File: src/rtl/double_pulse_trigger_pkg.sv
// rtl/double_pulse_trigger_pkg.sv - shared state encoding, counter width and parameter defaults
package double_pulse_trigger_pkg;

  localparam int CNT_W = 16;
  localparam int LED_W = 7;

  localparam int unsigned MIN_DLY_DEF  = 25;
  localparam int unsigned WIN_LEN_DEF  = 2500;
  localparam int unsigned TRIG_LEN_DEF = 4;
  localparam int unsigned HOLD_LEN_DEF = 125;

  typedef enum logic [1:0] {
    ST_IDLE    = 2'd0,
    ST_WAIT2   = 2'd1,
    ST_FIRE    = 2'd2,
    ST_HOLDOFF = 2'd3
  } state_t;

  function automatic logic [CNT_W-1:0] to_cnt(input int unsigned v);
    return v[CNT_W-1:0];
  endfunction

endpackage

File: src/rtl/double_pulse_trigger_edge_detect.sv
// rtl/double_pulse_trigger_edge_detect.sv - one-register rising-edge detector
module edge_detect (
  input  logic clk,
  input  logic rst_n,
  input  logic din,
  output logic rise
);

  logic din_q;

  always_ff @(posedge clk or negedge rst_n) begin
    if (!rst_n) begin
      din_q <= 1'b0;
    end else begin
      din_q <= din;
    end
  end

  assign rise = din & ~din_q;

endmodule

File: src/rtl/double_pulse_trigger.sv
// rtl/double_pulse_trigger.sv - double-pulse decay trigger; Decay_Time capture enabled by DOUBLE_PULSE_TIME_EN
module double_pulse_trigger
  import double_pulse_trigger_pkg::*;
#(
  parameter int unsigned MIN_DLY  = MIN_DLY_DEF,
  parameter int unsigned WIN_LEN  = WIN_LEN_DEF,
  parameter int unsigned TRIG_LEN = TRIG_LEN_DEF,
  parameter int unsigned HOLD_LEN = HOLD_LEN_DEF
) (
  input  logic             clk,
  input  logic             rst_n,
  input  logic             Pulse_In,
  output logic             Trig_Single,
  output logic             Trig_Double,
  output logic [LED_W-1:0] LED_Single,
  output logic [LED_W-1:0] LED_Double,
  output logic [CNT_W-1:0] Decay_Time,
  output logic             Decay_Valid
);

  localparam logic [CNT_W-1:0] MIN_K  = to_cnt(MIN_DLY);
  localparam logic [CNT_W-1:0] WIN_K  = to_cnt(WIN_LEN);
  localparam logic [CNT_W-1:0] TRIG_K = to_cnt(TRIG_LEN);
  localparam logic [CNT_W-1:0] HOLD_K = to_cnt(HOLD_LEN);
  localparam logic [CNT_W-1:0] ONE_K  = to_cnt(1);

  logic             rise_evt;
  state_t           state, state_next;
  logic [CNT_W-1:0] cnt, cnt_next;
  logic             fire_entry;

  edge_detect u_edge_detect (
    .clk  (clk),
    .rst_n(rst_n),
    .din  (Pulse_In),
    .rise (rise_evt)
  );

  always_ff @(posedge clk or negedge rst_n) begin
    if (!rst_n) begin
      state <= ST_IDLE;
      cnt   <= '0;
    end else begin
      state <= state_next;
      cnt   <= cnt_next;
    end
  end

  // One counter serves as the spacing k in WAIT2 and as the phase timer in FIRE/HOLDOFF.
  always_comb begin
    state_next = state;
    cnt_next   = cnt;
    fire_entry = 1'b0;
    case (state)
      ST_IDLE: begin
        cnt_next = '0;
        if (rise_evt) begin
          state_next = ST_WAIT2;
          cnt_next   = ONE_K;
        end
      end
      ST_WAIT2: begin
        if (rise_evt && (cnt >= MIN_K)) begin
          state_next = ST_FIRE;
          cnt_next   = ONE_K;
          fire_entry = 1'b1;
        end else if (cnt >= WIN_K) begin
          state_next = ST_IDLE;
          cnt_next   = '0;
        end else begin
          cnt_next = cnt + ONE_K;
        end
      end
      ST_FIRE: begin
        if (cnt >= TRIG_K) begin
          state_next = ST_HOLDOFF;
          cnt_next   = ONE_K;
        end else begin
          cnt_next = cnt + ONE_K;
        end
      end
      ST_HOLDOFF: begin
        if (cnt >= HOLD_K) begin
          state_next = ST_IDLE;
          cnt_next   = '0;
        end else begin
          cnt_next = cnt + ONE_K;
        end
      end
      default: begin
        state_next = ST_IDLE;
        cnt_next   = '0;
      end
    endcase
  end

  always_ff @(posedge clk or negedge rst_n) begin
    if (!rst_n) begin
      Trig_Single <= 1'b0;
      Trig_Double <= 1'b0;
      LED_Single  <= '0;
      LED_Double  <= '0;
    end else begin
      Trig_Single <= rise_evt;
      Trig_Double <= (state_next == ST_FIRE);
      if (rise_evt) begin
        LED_Single <= LED_Single + 7'd1;
      end
      if (fire_entry) begin
        LED_Double <= LED_Double + 7'd1;
      end
    end
  end

`ifdef DOUBLE_PULSE_TIME_EN
  // cnt still holds k in the cycle the second edge is accepted.
  always_ff @(posedge clk or negedge rst_n) begin
    if (!rst_n) begin
      Decay_Time  <= '0;
      Decay_Valid <= 1'b0;
    end else begin
      Decay_Valid <= fire_entry;
      if (fire_entry) begin
        Decay_Time <= cnt;
      end
    end
  end
`else
  assign Decay_Time  = '0;
  assign Decay_Valid = 1'b0;
`endif

endmodule

File: config.mk
export PLATFORM = sky130hd
export DESIGN_NAME = double_pulse_trigger
export DESIGN_NICKNAME = d
export VERILOG_FILES = /design/src/rtl/double_pulse_trigger_pkg.sv /design/src/rtl/double_pulse_trigger_edge_detect.sv /design/src/rtl/double_pulse_trigger.sv
export SDC_FILE = /design/constraint.sdc
export NUM_CORES = 1
export LEC_CHECK = 0
export ABC_CLOCK_PERIOD_IN_PS = 1700
export BUFFER_PORTS_ARGS = -buffer_cell sky130_fd_sc_hd__buf_4
export CORE_ASPECT_RATIO = 2
export CORE_UTILIZATION = 48
export DETAILED_ROUTE_END_ITERATION = 8
export PLACE_DENSITY = 0.74
export RECOVER_POWER = 50
export SLEW_MARGIN = 20
export SYNTH_ARGS = -nofsm -noshare
export SYNTH_HDL_FRONTEND = slang
export SYNTH_SLANG_ARGS = --single-unit
File: constraint.sdc
create_clock -name clk -period 1.7 [get_ports clk]
set_input_delay 0.34 -clock clk [delete_from_list [all_inputs] [get_ports clk]]
set_output_delay 0.34 -clock clk [all_outputs]
set_load 0.1 [all_outputs]
==> results of run 1 <==
cells in the mapped netlist, drive strengths merged, types with 2 or more instances:
cell	number
buf	19
nand4	6
xor2	9
dfrtp	35
nor2b	2
nand2b	2
xnor2	13
nor2	17
inv	4
nand2	15
o21ai	3
ha	5
nor3	4
nand3	8
nor4	2
a21oi	3
and3	5
cell families (layout without fill, tap and decap cells):
family | after synthesis | after routing
buf+inv | 23 | 49
fa+ha+maj | 5 | 5
simple gates | 64 | 64
compound gates | 12 | 12
mux | 1 | 1
flops | 35 | 35
xor+xnor | 22 | 22
other cells | 1 | 21
repair_timing:
item,4_1_cts,5_1_grt
resized for setup,1,16
pin swaps,0,11
setup endpoints to repair,18,21
gates cloned,0,1
hold endpoints to repair,0,0
hold buffers,0,0
routing by layer:
layer  track usage  up-vias  wire (µm)
met5             0        -          0
met4        0.0882        0        114
met3        0.0438       10         97
met2         0.352       36       1960
met1         0.180      621       1190
li1              -      602          -
layout make-up:
| class | instances | area [µm²] | share of cell area |
|---|---|---|---|
| inverters | 4 | 15.0 | 0.00696 |
| well taps | 48 | 60.1 | 0.0278 |
| flip-flops and latches | 35 | 881 | 0.408 |
| clock buffers | 5 | 68.8 | 0.0319 |
| clock inverters | 3 | 20.0 | 0.00928 |
| multi-input cells | 125 | 841 | 0.390 |
| repair buffers | 37 | 273 | 0.126 |
cells in the final DEF (no fill, tap or decap), types with 2 or more instances in the layout:
cell type and count:
sky130_fd_sc_hd__a21oi_1 3, sky130_fd_sc_hd__and3_1 5, sky130_fd_sc_hd__buf_4 33, sky130_fd_sc_hd__clkbuf_8 5
sky130_fd_sc_hd__clkinvlp_4 2, sky130_fd_sc_hd__conb_1 21, sky130_fd_sc_hd__dfrtp_1 31, sky130_fd_sc_hd__dfrtp_2 4
sky130_fd_sc_hd__ha_1 4, sky130_fd_sc_hd__inv_1 4, sky130_fd_sc_hd__nand2_1 15, sky130_fd_sc_hd__nand2b_1 2
sky130_fd_sc_hd__nand3_1 8, sky130_fd_sc_hd__nand4_1 6, sky130_fd_sc_hd__nor2_1 14, sky130_fd_sc_hd__nor2_2 3
sky130_fd_sc_hd__nor2b_1 2, sky130_fd_sc_hd__nor3_2 3, sky130_fd_sc_hd__o21ai_0 3, sky130_fd_sc_hd__xnor2_1 13
sky130_fd_sc_hd__xor2_1 9
critical path, stage by stage (launching register included):
cell,delay (ns)
sky130_fd_sc_hd__dfrtp_1,0.40
sky130_fd_sc_hd__nor4_4,0.36
sky130_fd_sc_hd__nand4b_4,0.17
sky130_fd_sc_hd__o311a_4,0.43
sky130_fd_sc_hd__mux2_4,0.31
report_power, final:
| group | total (mW) | internal, mW | switching (mW) |
|---|---|---|---|
| clock network | 0.580 | 0.285 | 0.295 |
| logic | 1.64 | 0.348 | 1.29 |
| registers | 1.20 | 1.00 | 0.196 |
how the worst min path moves through the flow:
| stage | start | endpoint | slack (ns) |
|---|---|---|---|
| final | rst_n | LED_Single[6]$_DFFE_PN0P_ | 0.15 |
| after global routing | Pulse_In | u_edge_detect.din_q$_DFF_PN0_ | 0.19 |
| after CTS | rst_n | LED_Single[6]$_DFFE_PN0P_ | 0.0005 |
| after detailed placement | rst_n | LED_Single[6]$_DFFE_PN0P_ | 0.31 |
| after global placement | rst_n | LED_Single[6]$_DFFE_PN0P_ | 0.30 |
| after floorplan | rst_n | LED_Double[0]$_DFFE_PN0P_ | 0.04 |
registers in the layout (all words and copies together) (netlist names):
name                 flops
LED_Single               7
cnt                     16
Trig_Single              1
state                    2
LED_Double               7
u_edge_detect.din_q      1
Trig_Double              1
through the flow:
step                      total power [mW]  std cells   util
after floorplan                       2.52        183      -
after global placement                2.79        248  0.583
after detailed placement              2.83        248  0.583
after CTS                             3.42        256  0.610
after global routing                  3.56        257  0.632
final                                 3.42        257  0.632
==> results.env, run 1 <==
HTREEDEPTH=2
CLKLATENCYLATEPIN_NS=0.28
CORE_MM2=0.00342
SYNTH_MUX_AREA_FRAC=0.00872
POST-ROUTE-DRC-COUNT=0
TIMING_WORST_SLEW_PIN_VALUE_NS=0.852
NUMBER_OF_FLOPS_MAPPED_TO_ENABLE_CELLS_BY_YOSYS=0
WORST_R2R_PATH_DEPTH=4
AREA_LEADER_NETLIST='sky130_fd_sc_hd__dfrtp_1'
VERTICAL_EXTENT_OF_THE_DIE_UM=86.7
GRT_MAX_DEGREE=36
BUFFER_TYPE_AT_THE_CLOCK_TREE_ROOT='sky130_fd_sc_hd__clkbuf_8'
FLOW.AREA_GROWTH_FROM_SYNTHESIS_PCT=25.4
PERIOD_MINUS_SLACK_NS=1.77
WORSTSETUPENDPOINT='LED_Double[1]$_DFFE_PN0P_'
SYNTH.AREA.TOP_CELLS='sky130_fd_sc_hd__dfrtp_1, sky130_fd_sc_hd__buf_4, sky130_fd_sc_hd__xnor2_1'
INITIAL_UTILIZATION=0.504
POST_SYNTH_XOR_AREA_FRACTION=0.112
CRIT_START='cnt[13]$_DFF_PN0_'
TRITONCTS.NUM_BUFFERS=5
PREDOMINANT_POST_SYNTHESIS_FLOP_CELL='sky130_fd_sc_hd__dfrtp_1'
TOTAL_LEAKAGE_POWER_nW=0.990
DRT_PASS_1_ITERS=4
FAILED_CHECKS='negative setup slack'
VIA_PER_INST=4.94
DRIVE_GT1_FRAC=0.306
HOLD_SLACK_NS=0.150
DPL_CELL_AREA_MM2=0.00199
GROUTE.USAGE.OVERALL=0.188
SYN_AVG_CELL_AREA_UM2=10.6
GRT_SETUP_UNREPAIRED='true'
SYNTH_TOP_FAMILY_BY_AREA='simple AND/OR/NAND/NOR gates'
WORST-ENDPOINT-REQUIRED_NS=1.87
FIN_TNS_SETUP_NS=-0.548
POSTCTSSETUPREPAIRBUFS=0
DRT_FIRST_ITER_VIOLATIONS=18
SYNTHESIS.INSTANCES=163
DRV.MAX_CAP_VIOLATION_COUNT=0
MAPPEDNETLISTAREA_MM2=0.00172
DRT-TOTAL-WL_MM=3.37
SYNTH-SIMPLE-AREA-SHARE=0.193
NUM_ROWS=30
GRT_PASS1_WL_MM=5.35
HALF_PERIMETER_WIRE_LENGTH_OF_THE_DETAILED_PLACEMENT_RESULT_MM=2.49
WORST_IR_DROP_VDD_mV=1.05
CP-END-KIND='flip-flop'
CLOCK_SINKS=35
AVGROUTEDWIREPERCELL_UM=13.1
SYNTH.FF_LATCH_COUNT=35
POST_ROUTE_ANT_NETS=0
CRIT-REG2REG-CAPTURE='LED_Double[1]$_DFFE_PN0P_'
LAYOUT_SETUP_WS_NS=-0.0705
FINAL_CYCLE_UTILIZATION_OF_THE_CRITICAL_PATH=1.04
CTS_TREE='built'
PORT_BUFFERS=18
RUN_STATUS='finished with violations'
CLOCK_TREE.BUFFER_DEPTH=2
TIMING.CRITICAL_PATH.FANOUT_MAX=8
PROPORTION_OF_SYNTHESIZED_CHIP_AREA_IN_SEQUENTIAL_CELLS=0.509
IO_PINS=36
HOLDCRITPATHCLASS='in -> async'
SETUP.WORST_PATH.CLASS='reg -> reg'
FINAL.FILL_COUNT=271
WORST_SLEW_MARGIN_REL=0.432
SYNTH_TOP_CELL_AREA_SHARE=0.509
DIE_AREA_MM2=0.00384
FINAL-SETUP-VIOL-COUNT=13
FIRST_GLOBAL_VIAS=1247
RRSETUPSLACK_NS=-0.07
CLK_PIN_SLEW_NS=0.07
STARTPOINT_OF_THE_WORST_REGISTER_TO_REGISTER_PATH='cnt[13]$_DFF_PN0_'
DIE-WIDTH_UM=44.4
INITIAL_ANTENNA_VIOLATION_COUNT=0
YOSYSUNIQUECELLTYPES=31
PRE_CTS_WS_NS=-0.117
FMAX_MHz=565
VIAS=1269
STARTPOINT_TYPE='flip-flop'
FINAL-MAX-SLEW-VIOLATION-COUNT=0
FINAL.SETUP_SKEW_NS=0.00696
GRT_OVERFLOW=0
FINALINSTANCEAREA_MM2=0.00216
SYNTH_COMPOUND_AREA_FRAC=0.0472
TIMING.FINAL.HOLD_VIOLATIONS=0
INSERTEDDIODECOUNT=0
YS.WARNINGS.COUNT=0
CELLPOWERDENSITY_mW_PER_MM2=1580
GLOBALPLACE.CONGESTION=0.838
YOSYS.AREA_SHARE.ADDER=0.0363
WORSTPATHARRIVAL_NS=1.94
DESIGN.FINAL.NETS=216
ASYNC_FLOP_SHARE=1.00
Power figures use the tool's default switching activity.
==> run 2: changes to the inputs <==
- ABC_CLOCK_PERIOD_IN_PS: 1700 -> 1900
- CORE_MARGIN: default -> 8
- CORE_UTILIZATION: 48 -> 53
- PLACE_DENSITY: 0.74 -> 0.78
- clock period: 1.7 -> 1.9 ns (I/O delays scaled with it)
==> run 2 against run 1 <==
Effect of this change:
- the flow now finishes without violations
- fmax fell by 5.5%
- clock skew up 0.0025 ns
- critical path depth unchanged
- sequential cell count is the same
- power is 12% lower
- non-clock buffer count down 15
- critical path type unchanged
- critical endpoint unchanged
- largest power group unchanged
==> results.env, run 2 (synthesis results as in run 1) <==
VIA_PER_INST=5.38  # +8.9%
WIRE_LENGTH_ON_MET3_UM=164  # +69%
FINAL_CYCLE_UTILIZATION_OF_THE_CRITICAL_PATH=0.986  # -0.0552
TOTAL_LEAKAGE_POWER_nW=0.915  # -7.5%
IO_PINS=36  # unchanged
TOP_LAYER_USED='met4'
LAYOUT_TOP_REGISTERS='cnt: 16 flops, LED_Double: 7 flops, LED_Single: 7 flops'
CLOCK_SINKS=35  # unchanged
TRITONCTS.NUM_BUFFERS=5  # unchanged
GROUTE.USAGE.OVERALL=0.124  # -0.0634
BUFFER_TYPE_AT_THE_CLOCK_TREE_ROOT='sky130_fd_sc_hd__clkbuf_8'
WORST_IR_DROP_VDD_mV=1.00  # -4.8%
DESIGN.FINAL.NETS=201  # -6.9%
FIN_TNS_SETUP_NS=0  # +0.548 ns
VIAS=1210  # -4.6%
DRV.MAX_CAP_VIOLATION_COUNT=0  # unchanged
MOSTFREQUENTLAYOUTCELLS='sky130_fd_sc_hd__dfrtp_1, sky130_fd_sc_hd__conb_1, sky130_fd_sc_hd__buf_4'
TIMING_WORST_SLEW_PIN_VALUE_NS=0.852  # -0.0000212 ns
DIE_AREA_MM2=0.00544  # +41%
HTREEDEPTH=2  # unchanged
POST-ROUTE-DRC-COUNT=0  # unchanged
DRT_FIRST_ITER_VIOLATIONS=33  # +15
VERTICAL_EXTENT_OF_THE_DIE_UM=96.6  # +11%
WORSTPATHARRIVAL_NS=2.05  # +0.11 ns
INITIAL_ANTENNA_VIOLATION_COUNT=0  # unchanged
INITIAL_UTILIZATION=0.545  # +0.0414
HOLDCRITPATHCLASS='in -> async'
PERIOD_MINUS_SLACK_NS=1.87  # +0.103 ns
AVGROUTEDWIREPERCELL_UM=14.2  # +8.6%
RUN_STATUS='complete, no violations'
STARTPOINT_TYPE='flip-flop'
FLIP_FLOP_COUNT_OF_THE_LARGEST_REGISTER_AFTER_LAYOUT=16  # unchanged
FINAL-SETUP-VIOL-COUNT=0  # -13
REGISTER_RANKED_FIRST_BY_FLIP_FLOP_COUNT='cnt'
CLOCK_TREE.BUFFER_DEPTH=2  # unchanged
GRT_MAX_DEGREE=36  # unchanged
CORE_MM2=0.00316  # -7.6%
CTS_TREE='built'
WL_MET2_MM=1.86  # -4.9%
WORST_SLEW_MARGIN_REL=0.432  # about the same
WORST-ENDPOINT-REQUIRED_NS=2.07  # +0.20 ns
FINAL-MAX-SLEW-VIOLATION-COUNT=0  # unchanged
GRT_PASS1_WL_MM=5.41  # +1.0%
DRT_PASS_1_ITERS=5  # +1
SETUP.WORST_PATH.CLASS='reg -> reg'
HALF_PERIMETER_WIRE_LENGTH_OF_THE_DETAILED_PLACEMENT_RESULT_MM=2.48  # -0.14%
PORT_BUFFERS=18  # unchanged
INSERTEDDIODECOUNT=0  # unchanged
MET1WIRELENGTH_MM=1.10  # -7.6%
FMAX_MHz=534  # -5.5%
NUM_ROWS=29  # -3.3%
CLKLATENCYLATEPIN_NS=0.28  # about the same
CELLPOWERDENSITY_mW_PER_MM2=1530  # -3.2%
DIE-WIDTH_UM=56.3  # +27%
DRT-TOTAL-WL_MM=3.20  # -4.9%
RRSETUPSLACK_NS=0.03  # +0.10 ns
CLK_PIN_SLEW_NS=0.07  # about the same
GLOBALPLACE.CONGESTION=0.851  # +1.6%
FLOW.AREA_GROWTH_FROM_SYNTHESIS_PCT=13.7
CP-END-KIND='flip-flop'
GRT_SETUP_UNREPAIRED='true'
POSTCTSSETUPREPAIRBUFS=0  # unchanged
TIMING.FINAL.HOLD_VIOLATIONS=0  # unchanged
TIMING.CRITICAL_PATH.FANOUT_MAX=8  # unchanged
FINAL.SETUP_SKEW_NS=0.00950  # +0.00254 ns
FIRST_GLOBAL_VIAS=1311  # +5.1%
GRT_OVERFLOW=0  # unchanged
DRIVE_GT1_FRAC=0.201  # -0.105
HOLD_SLACK_NS=0.196  # +0.0464 ns
POST_ROUTE_ANT_NETS=0  # unchanged
LAYOUT.CELLS.MOST_COMMON='sky130_fd_sc_hd__dfrtp_1'
-- run 2: changes by cell type in the layout (fill, tap and decap cells not counted), moves of 2 or more --
cell	previous run	this run
sky130_fd_sc_hd__dfrtp_1	31	33
sky130_fd_sc_hd__buf_4	33	20
sky130_fd_sc_hd__dfrtp_2	4	2
sky130_fd_sc_hd__nor3_1	1	3
sky130_fd_sc_hd__nor3_2	3	1
sky130_fd_sc_hd__nor2_2	3	0
sky130_fd_sc_hd__nor2_1	14	17
sky130_fd_sc_hd__clkinvlp_4	2	0
-- run 2: worst max-delay path: stages (launching register included) --
cell	delay, ns
sky130_fd_sc_hd__dfrtp_1	0.39
sky130_fd_sc_hd__nor4_4	0.35
sky130_fd_sc_hd__nand4b_2	0.22
sky130_fd_sc_hd__o311a_1	0.49
sky130_fd_sc_hd__mux2_4	0.33
-- run 2: per-layer routing --
metal	vias up	GRT usage
li1	566	-
met5	-	0
met3	10	0.0445
met1	595	0.0963
met4	0	0.101
met2	39	0.227
-- run 2: stage by stage --
stage	total power [mW]	util	worst slack [ns]	instance area, µm²	std cells
floorplan	2.25	-	0.0546	1800	183
finish	3.00	0.620	0.0261	1960	225
global placement	2.49	0.589	0.0643	1860	217
global route	3.12	0.620	-0.0352	1960	225
detailed placement	2.52	0.589	0.0290	1860	217
CTS	3.03	0.615	0.0267	1940	225
-- run 2: cell type report --
cell class | instances | area, µm²
Fill cell | 264 | 1200
Clock buffer | 7 | 76.3
Multi-Input combinational cell | 125 | 782
Inverter | 4 | 15.0
Clock inverter | 1 | 5.00
Timing Repair Buffer | 22 | 163
Sequential cell | 35 | 878
Tap cell | 31 | 38.8
-- run 2: power breakdown --
group | leakage [nW] | internal (mW) | switching, mW
registers | 0.454 | 0.892 | 0.184
logic | 0.419 | 0.285 | 1.14
clock network | 0.0422 | 0.257 | 0.241
total | 0.915 | 1.43 | 1.57
-- run 2: final timing paths --
kind,cells past startpoint,from,to
min reg2reg,1,LED_Double[6]$_DFFE_PN0P_,LED_Double[6]$_DFFE_PN0P_
max,4,cnt[15]$_DFF_PN0_,LED_Double[1]$_DFFE_PN0P_
min in group clk,1,Pulse_In,u_edge_detect.din_q$_DFF_PN0_
max in group asynchronous,1,rst_n,LED_Single[0]$_DFFE_PN0P_
min,1,rst_n,cnt[11]$_DFF_PN0_
max reg2reg,4,cnt[15]$_DFF_PN0_,LED_Double[1]$_DFFE_PN0P_
-- run 2: timing repair --
item                                   in CTS  in global routing
resized for setup                           0                  4
endpoints found under the hold margin       0                  0
setup endpoints to repair                   0                 14
hold buffers                                0                  0
